$ cat src/rtl/mirfak_bus_arbiter.sv
// Two-master (fetch, load/store) to one-slave Wishbone classic arbiter; dport has priority, with a starvation cap for iport.
// Grant one cycle after request; one dead IDLE cycle after each ack/err; grants are never preempted.
module mirfak_bus_arbiter #(
  parameter int unsigned DPORT_MAX_GNT = 4
) (
  input  logic        clk_i,
  input  logic        rst_i,
  input  logic [31:0] iport_addr_i,
  input  logic        iport_cyc_i,
  input  logic        iport_stb_i,
  output logic        iport_ack_o,
  output logic        iport_err_o,
  input  logic [31:0] dport_addr_i,
  input  logic [31:0] dport_dat_i,
  input  logic [3:0]  dport_sel_i,
  input  logic        dport_we_i,
  input  logic        dport_cyc_i,
  input  logic        dport_stb_i,
  output logic        dport_ack_o,
  output logic        dport_err_o,
  output logic [31:0] rsp_dat_o,
  output logic [31:0] wbm_addr_o,
  output logic [31:0] wbm_dat_o,
  output logic [3:0]  wbm_sel_o,
  output logic        wbm_we_o,
  output logic        wbm_cyc_o,
  output logic        wbm_stb_o,
  input  logic [31:0] wbm_dat_i,
  input  logic        wbm_ack_i,
  input  logic        wbm_err_i
);

  typedef enum logic [1:0] {
    IDLE  = 2'd0,
    GNT_I = 2'd1,
    GNT_D = 2'd2
  } state_t;

  state_t     r_state;
  logic [3:0] r_cnt;

  logic w_req_i;
  logic w_req_d;
  logic w_force_i;
  logic w_done;

  assign w_req_i   = iport_cyc_i & iport_stb_i;
  assign w_req_d   = dport_cyc_i & dport_stb_i;
  // iport has waited through the maximum run of dport grants
  assign w_force_i = w_req_i && (r_cnt == 4'(DPORT_MAX_GNT));
  assign w_done    = wbm_ack_i | wbm_err_i;

  always_ff @(posedge clk_i or negedge rst_i) begin
    if (!rst_i) begin
      r_state <= IDLE;
      r_cnt   <= 4'd0;
    end else begin
      case (r_state)
        IDLE: begin
          if (w_req_d && !w_force_i) begin
            r_state <= GNT_D;
            if (w_req_i)
              r_cnt <= (r_cnt == 4'hF) ? r_cnt : r_cnt + 4'd1;
            else
              r_cnt <= 4'd0;
          end else if (w_req_i) begin
            r_state <= GNT_I;
            r_cnt   <= 4'd0;
          end else begin
            r_cnt   <= 4'd0;
          end
        end
        GNT_I: begin
          if (w_done || !iport_cyc_i)
            r_state <= IDLE;
        end
        GNT_D: begin
          if (w_done || !dport_cyc_i)
            r_state <= IDLE;
        end
        default: r_state <= IDLE;
      endcase
    end
  end

  // Bus muxing is combinational on the registered grant so aborts and resets drop cyc at once
  always_comb begin
    wbm_addr_o  = 32'd0;
    wbm_dat_o   = 32'd0;
    wbm_sel_o   = 4'd0;
    wbm_we_o    = 1'b0;
    wbm_cyc_o   = 1'b0;
    wbm_stb_o   = 1'b0;
    iport_ack_o = 1'b0;
    iport_err_o = 1'b0;
    dport_ack_o = 1'b0;
    dport_err_o = 1'b0;
    case (r_state)
      GNT_I: begin
        wbm_addr_o  = iport_addr_i;
        wbm_sel_o   = 4'hF;
        wbm_cyc_o   = iport_cyc_i;
        wbm_stb_o   = iport_stb_i;
        iport_ack_o = wbm_ack_i & ~wbm_err_i;
        iport_err_o = wbm_err_i;
      end
      GNT_D: begin
        wbm_addr_o  = dport_addr_i;
        wbm_dat_o   = dport_dat_i;
        wbm_sel_o   = dport_sel_i;
        wbm_we_o    = dport_we_i;
        wbm_cyc_o   = dport_cyc_i;
        wbm_stb_o   = dport_stb_i;
        dport_ack_o = wbm_ack_i & ~wbm_err_i;
        dport_err_o = wbm_err_i;
      end
      default: ;
    endcase
  end

  assign rsp_dat_o = wbm_dat_i;

endmodule

$ cat config.mk
export PLATFORM = sky130hd
export DESIGN_NAME = mirfak_bus_arbiter
export DESIGN_NICKNAME = d
export VERILOG_FILES = /design/src/rtl/mirfak_bus_arbiter.sv
export SDC_FILE = /design/constraint.sdc
export NUM_CORES = 1
export LEC_CHECK = 0
export CORE_MARGIN = 5
export CORE_UTILIZATION = 20
export CTS_BUF_LIST = sky130_fd_sc_hd__clkbuf_16
export DETAILED_ROUTE_END_ITERATION = 10
export PLACE_DENSITY = 0.79
export SYNTH_ARGS = -nofsm -noshare
export SYNTH_HDL_FRONTEND = slang
export SYNTH_SLANG_ARGS = --single-unit
$ cat constraint.sdc
create_clock -name clk_i -period 1.58 [get_ports clk_i]
set_input_delay 0.316 -clock clk_i [delete_from_list [all_inputs] [get_ports clk_i]]
set_output_delay 0.316 -clock clk_i [all_outputs]
set_load 0.01 [all_outputs]
### After elaboration in Yosys (flattened, before gate mapping)

Index checks and enable logic that the tools add are counted.
W data, S select, Z words.

* register bits after elaboration: 6
* bits of input ports: 141
* output and inout port bits: 107
* logic and storage cells: 44

* $add $sub $neg: 1
* equality and inequality tests: 8
* mux-type cells: 18
* bitwise operators: 5
* reductions and logical operators: 10

Operators by type and width (number)
* $pmux W32 S2: 1
* $mux W32: 1
* $mux W4: 3
* $mux W2: 4
* $pmux W4 S2: 1
* $ne A3 B3 Y1 const B: 2
* $pmux W2 S3: 1
* $mux W1: 5
* $add A4 B1 Y4 const B: 1
* $eq A4 B3 Y1 const B: 1
* $eq A4 B4 Y1 const B: 1
* $ne A2 B2 Y1 const B: 2
* $pmux W1 S2: 2
* $and A1 B1 Y1: 3
* $logic_not A1 Y1: 3
* $reduce_and A3 Y1: 1
* $eq A2 B1 Y1 const B: 1
* $eq A2 B2 Y1 const B: 1
* $logic_and A1 B1 Y1: 2
* $logic_not A2 Y1: 1
* $logic_or A1 B1 Y1: 2
* $reduce_and A2 Y1: 1
* $not A1 Y1: 1
* $or A1 B1 Y1: 1

### Longest topological paths before layout

Gate-level depths: netlist of the first run.

* depth after elaboration: 6
* mapped depth: 6
* mapped depth without buffers: 5

### Worst setup path before layout of the first run

OpenSTA, ideal clock, no wires.

* path type: register -> output
* from: register r_state[0]
* to: output wbm_addr_o[14]
* data arrival time: 1330 ps
* data required time: 1264 ps
* slack: -66 ps
* cell stages (with the launch flop): 6
* buffers on the path: 2
* cells stage by stage: dfrtp_1 -> inv_1 -> ha_1 -> clkbuf_1 -> clkbuf_1 -> nor2b_1

* cells in the longest elaborated chain, start to end: 2

Ends and longest elaborated chain
* from (decl): line 39 `state_t r_state;`
* from (signal assigned): line 55 `r_state <= IDLE;`
* from (signal assigned): line 61 `r_state <= GNT_D;`
* from (signal assigned): line 67 `r_state <= GNT_I;`
* $eq A2 B2 Y1 / $eq A2 B1 Y1 (equally long branches): line 98 `case (r_state)`
* $pmux W32 S2 *: line 98
* to (decl): line 22 `output logic [31:0] wbm_addr_o,`

Mark *: on every way between the ends. The rest lies on a longest branch, timed or not.

### Worst setup path in the final report of the first run

* from: register r_state[1]
* to: output wbm_addr_o[11]

The elaborated chain is that of the path after synthesis.

==> results of run 1 <==
[logic make-up after synthesis]
kind of cell,after synthesis
AOI/OAI and AO/OA,52
and+or+nand+nor,85
DFF,6
buffers and inverters,55
muxes,1
adders and majority gates,5
[cells in the mapped netlist (2+ instances only)]
library cell / number
inv_1: 6
buf_4: 32
ha_1: 5
nor2b_1: 37
clkbuf_1: 13
a21oi_1: 7
buf_2: 3
and2_1: 36
a22oi_1: 34
nor2_1: 2
and3b_1: 2
nand2_1: 3
nand3_1: 2
dfrtp_1: 6
[timing repair]
item,4_1_cts,5_1_grt
pin swaps,12,9
resized for setup,381,29
endpoints found under the setup margin,77,77
buffers inserted,15,3
cloned,7,4
[power breakdown]
| group | switching [mW] | leakage (nW) | internal [mW] |
|---|---|---|---|
| clock | 0.106 | 0.0370 | 0.327 |
| sequential | 0.0297 | 0.0817 | 0.181 |
| combinational | 2.20 | 1.55 | 3.17 |
[stage by stage]
| step | hold slack, ns | TNS, ns | setup WS, ns |
|---|---|---|---|
| after floorplan | 0.0204 | -0.602 | -0.0310 |
| after detailed placement | 0.547 | -28.78 | -0.438 |
| after global placement | 0.517 | -26.80 | -0.415 |
| after CTS | 0.347 | -16.65 | -0.340 |
| final | 0.338 | -20.57 | -0.361 |
| after global routing | 0.370 | -24.05 | -0.411 |
[final cells by class]
| type | count | area share, % |
|---|---|---|
| repair buffers | 224 | 56.3 |
| clock buffers | 3 | 1.91 |
| multi-input cells | 143 | 34.2 |
| inverters | 6 | 0.573 |
| flip-flops and latches | 6 | 3.82 |
| well taps | 99 | 3.15 |
[state kept, by name, summed over array words and instances, names as in the netlist]
signal,flops
r_cnt,4
r_state,2
[path summary, 6_finish.rpt]
check | to | slack [ns] | cells past startpoint
worst max-delay path | wbm_addr_o[11] | -0.36 | 7
worst min-delay path | r_state[1] | 0.34 | 1
worst max register to register | r_state[1] | -0.19 | 7
worst min register to register | r_cnt[0] | 0.57 | 1
max in group asynchronous | r_cnt[3] | 1.00 | 1
min in group clk_i | r_cnt[0] | 0.57 | 1
[routing by layer]
metal  GRT usage [%]  part of all wire, %
met1            20.2                   37
met2            33.9                   51
met4            6.87                  2.0
met3            5.55                   10
met5               0                    0
[critical path: stages, from the launching register on]
cell and delay (ns):
dfrtp_1 0.42, ha_4 0.20, buf_12 0.13, buf_12 0.13
buf_6 0.11, a22oi_2 0.18, nor2b_1 0.06, buf_2 0.14
==> flow_metrics.py, run 1 <==
metrics = {
    "worst_hold_path": {
        "hold_class": "input port to async pin",
    },
    "synth": {
        "avgSynthCellArea_um2": 7.29,
        "async_reset_ff_share_pct": 100,
        "synth_edf_count": 0,
        "synth_top_family_by_area": "simple AND/OR/NAND/NOR gates",
        "synthesis.nets": 350,
        "yosys.area_share.simple_pct": 35.4,
        "muxShareOfSynthArea_pct": 0.673,
        "synth-seq-cells": 6,
        "netlist_instances": 204,
        "yosysTopAreaCell": "a22oi_1",
        "synth-compound-area-share_pct": 26.9,
        "synth_adder_area_share_pct": 4.21,
        "synth_flop_cell": "dfrtp_1",
        "ys_seq_area_share_pct": 10.1,
        "synth_xor_area_share_pct": 0,
        "ys_warn_count": 0,
        "synth_top_area_share_pct": 17.2,
        "synth.area.top_cells": "a22oi_1 17%, buf_4 16%, nor2b_1 16%",
        "synth.distinct_cells": 30,
        "netlist_area_um2": 1490,
    },
    "sta": {
        "min_period_ns": 1.94,
        "fmax_mhz": 515,
        "worst_pin_slew_ns": 0.376,
        "worst_clock_skew_ns": 0.00626,
        "finalHoldViolCount": 0,
        "period_share_pct": 123,
        "rsz0062_at_grt": "true",
        "slew_violations": 0,
        "slew_headroom_pct": 74.6,
        "setup_viol_count_final": 77,
        "setup_slack_ns": -0.361,
    },
    "detailed_routing": {
        "drc_errors": 0,
        "drtAntennaViolNets": 0,
        "firstDrtPassIters": 4,
        "wire_per_inst_um": 20.5,
        "vias_per_cell": 4.63,
        "vias": 2228,
        "first_iter_violations": 21,
        "wl_mm": 9.86,
    },
    "grt": {
        "grt_pass1_vias": 2380,
        "grt_usage_pct": 18.7,
        "grt.overflow.total": 0,
        "grt_pass1_wl_mm": 13.1,
        "antenna_found_initial": 0,
        "grt_max_degree": 27,
    },
    "floorplanning": {
        "core_um2": 7250,
        "fp-row-count": 31,
        "die_h_um": 96.2,
        "io_pins": 248,
        "die_w_um": 96.2,
        "start_util_pct": 20.5,
        "die_area_um2": 9260,
    },
    "final_layout": {
        "final_common_cell": "clkdlybuf4s50_1",
        "n_fill_cell": 655,
        "utilization_pct": 54.2,
        "fin_cells": 481,
        "nNetsFinal": 530,
        "drive_above_1_share_pct": 51.8,
        "antennaDiodeCount": 0,
        "final-seq-area_um2": 150,
        "final_cell_mix": "108 x clkdlybuf4s50_1, 57 x buf_2, 32 x a22oi_2",
        "multi_input_area_um2": 1350,
        "stdcell_area_um2": 3930,
        "area_growth_syn_to_layout_pct": 165,
    },
    "worst_setup_path": {
        "crit_start": "r_state[1]",
        "critPathCaptureType": "output port",
        "worst-setup-path-type": "register to output port",
        "crit_fanout": 6,
        "cp-start-kind": "register",
        "cp_data_arrival_time_ns": 1.62,
        "required_ns": 1.26,
        "r2r-start": "r_state[0]",
    },
    "cts": {
        "cts_buffer_depth": 2,
        "cts_tree": "built",
        "cts_made_buffers": 3,
        "worstSkewPairLatency_ns": 0.24,
        "h-tree-depth": 1,
        "hold_buffers": 0,
        "cts_sinks": 6,
        "cts-root-buf": "clkbuf_16",
        "clk_pin_slew_ns": 0.04,
    },
    "power": {
        "peakVddDrop_uv": 1120,
        "powerDensity_nw_per_um2": 1530,
        "p_total_mw": 6.01,
        "power.leakage_nw": 1.66,
    },
    "job": {
        "drv_cap": 0,
    },
    "place": {
        "place.gp.congestion": 0.811,
        "dp.cells": 450,
        "hpwlAfterDp_mm": 6.83,
        "portBuffers": 183,
        "place_area_um2": 3310,
    },
    "run_status": {
        "status": "finished with violations",
        "violations": "negative setup slack",
    },
}
(Power assumes the default switching activity.)
==> inputs of run 2 (changes only) <==
PLACE_DENSITY = 0.81   (was 0.79)
==> run 2 against run 1 <==
  * The run still ends with negative setup slack left
  * Sequential power up 2%
  * Die area unchanged
  * Count of clock-buffer cells in the layout unchanged
  * Cell count down 0.21%
  * First-iteration DRC count up 81%
  * Combinational power up 6.3%
  * Design area up 5.8%
  * Fmax down 0.77%
  * Critical endpoint is now wbm_addr_o[6]
  * Utilization up 3.1 points
  * Hold slack worse by 0.0066 ns
  * Via count down 1.3%
==> flow_metrics.py, run 2 (same netlist as run 1, synthesis figures left out) <==
metrics = {
    "detailed_routing": {
        "drc_errors": 0,
        "vias": 2198,
        "wl_mm": 9.65,
        "first_iter_violations": 38,
        "firstDrtPassIters": 4,
        "vias_per_cell": 4.58,
        "wire_per_inst_um": 20.1,
        "drtAntennaViolNets": 0,
    },
    "cts": {
        "cts_tree": "built",
        "h-tree-depth": 1,
        "cts_buffer_depth": 2,
        "clk_pin_slew_ns": 0.03,
        "cts_made_buffers": 3,
        "cts_sinks": 6,
        "worstSkewPairLatency_ns": 0.23,
        "cts-root-buf": "clkbuf_16",
        "hold_buffers": 0,
    },
    "final_layout": {
        "top_register": "r_cnt",
        "multi_input_area_um2": 1430,
        "drive_above_1_share_pct": 56.7,
        "fin_cells": 480,
        "nNetsFinal": 529,
        "largest_reg_flops": 4,
        "n_fill_cell": 633,
        "antennaDiodeCount": 0,
        "utilization_pct": 57.3,
        "final_common_cell": "clkdlybuf4s50_1",
        "top_regs": "r_cnt: 4 flops, r_state: 2 flops",
        "area_growth_syn_to_layout_pct": 180,
        "final-seq-area_um2": 150,
        "final_cell_mix": "108 x clkdlybuf4s50_1, 60 x buf_6, 33 x and2_4",
    },
    "place": {
        "portBuffers": 183,
        "place_ws_ns": -0.466,
        "place.gp.congestion": 0.784,
        "hpwlAfterDp_mm": 6.80,
        "dp.cells": 453,
    },
    "grt": {
        "grt_max_degree": 34,
        "grt_usage_pct": 17.2,
        "grt.overflow.total": 0,
        "grt_pass1_wl_mm": 12.2,
        "antenna_found_initial": 0,
        "grt_pass1_vias": 2227,
    },
    "sta": {
        "setup_tns_ns": -19.21,
        "rsz0062_at_grt": "true",
        "fmax_mhz": 511,
        "min_period_ns": 1.96,
        "hold-worst-slack_ns": 0.331,
        "finalHoldViolCount": 0,
        "slew_violations": 0,
        "period_share_pct": 124,
        "setup_viol_count_final": 77,
        "worst_pin_slew_ns": 0.389,
        "worst_clock_skew_ns": 0.00217,
        "setup_slack_ns": -0.376,
        "slew_headroom_pct": 73.7,
    },
    "worst_setup_path": {
        "r2r-start": "r_state[0]",
        "r2r-end": "r_state[1]",
        "r2r_slack_ns": -0.19,
        "crit_fanout": 16,
        "critPathCaptureType": "output port",
        "critPathMaxStageDelay_ns": 0.41,
        "worst_r2r_path_depth": 7,
        "crit_start": "r_state[1]",
        "slowest_stage": "dfrtp_1",
        "worst-setup-path-type": "register to output port",
        "required_ns": 1.26,
        "cp-endpoint": "wbm_addr_o[6]",
        "path_cells": "inv_2 -> buf_6 -> ha_4 -> clkbuf_16 -> nor2b_1 -> buf_2",
        "cp_data_arrival_time_ns": 1.64,
        "cp-start-kind": "register",
    },
    "job": {
        "drv_cap": 0,
    },
    "power": {
        "pwr-share-clk_pct": 6.5,
        "p_int_mw": 3.99,
        "power.leakage_nw": 1.73,
        "powerDensity_nw_per_um2": 1520,
        "peakVddDrop_uv": 921,
        "sw_frac_of_total_pct": 37.0,
        "combPwrFrac_pct": 90.1,
        "p_sw_mw": 2.34,
        "power.share.sequential_pct": 3.4,
    },
    "floorplanning": {
        "io_pins": 248,
        "fp-row-count": 31,
        "start_util_pct": 20.5,
        "core_um2": 7250,
        "die_h_um": 96.2,
        "die_area_um2": 9260,
        "die_w_um": 96.2,
    },
    "run_status": {
        "status": "finished with violations",
        "violations": "negative setup slack",
    },
    "worst_hold_path": {
        "hold_class": "input port to async pin",
    },
}
## run 2: cell count changes in the layout (fill, tap and decap cells not counted), sizes merged
| cell | change |
|---|---|
| clkbuf | +1 |
| buf | -2 |
## run 2: worst min-delay path by stage
stage	from	endpoint	slack [ns]	cells past startpoint
finish	rst_i	r_cnt[3]	0.33	1
global route	rst_i	r_cnt[1]	0.37	1
CTS	rst_i	r_cnt[3]	0.33	1
detailed placement	rst_i	r_cnt[3]	0.57	1
global placement	r_cnt[0]	r_cnt[0]	0.54	1
floorplan	rst_i	r_cnt[0]	0.02	0
## run 2: final cells by class
cell class                 count  share of cell area, %
sequential                     6                   3.61
timing repair buffer         223                   56.6
tap                           99                   2.98
inverter                       6                  0.542
clock buffer                   3                   1.81
multi-input combinational    143                   34.4
## run 2: power by group through the flow
stage          sequential [mW]  combinational [mW]  clock [mW]
2_1_floorplan            0.200                1.85           0
4_1_cts                  0.213                4.70       0.413
3_5_place_dp             0.206                3.63           0
3_3_place_gp             0.204                3.58           0
6_report                 0.215                5.71       0.411
5_1_grt                  0.219                6.03       0.418
## run 2: per-layer routing
layer  up-vias  wire, um  share of wire, %  global-route usage (%)
li1       1033         -                 -                       -
met1      1045      2950                31                    16.4
met2       114      5710                59                    36.1
met3         6       935               9.7                    5.00
met4         0        53              0.55                    2.13
met5         -         0                 0                       0
## run 2: repair_timing
item                       in CTS  in global routing
cloned                          6                  4
gates resized for setup       392                 73
setup buffers                  13                  3
pin swaps                       6                  3
setup endpoints to repair      77                 77
## run 2: through the flow
| step | cell area [um^2] | power [mW] |
|---|---|---|
| 5_1_grt | 4160 | 6.66 |
| 2_1_floorplan | 1540 | 2.05 |
| 4_1_cts | 3790 | 5.33 |
| 3_3_place_gp | 3360 | 3.78 |
| 6_report | 4160 | 6.33 |
| 3_5_place_dp | 3360 | 3.84 |
## run 2: worst max-delay path: cells and delay by family (launching register included)
kind                       cells  cell delay (ns)
DFF                            1             0.41
buffers and inverters          4             0.52
and+or+nand+nor                1             0.13
adders and majority gates      1             0.34
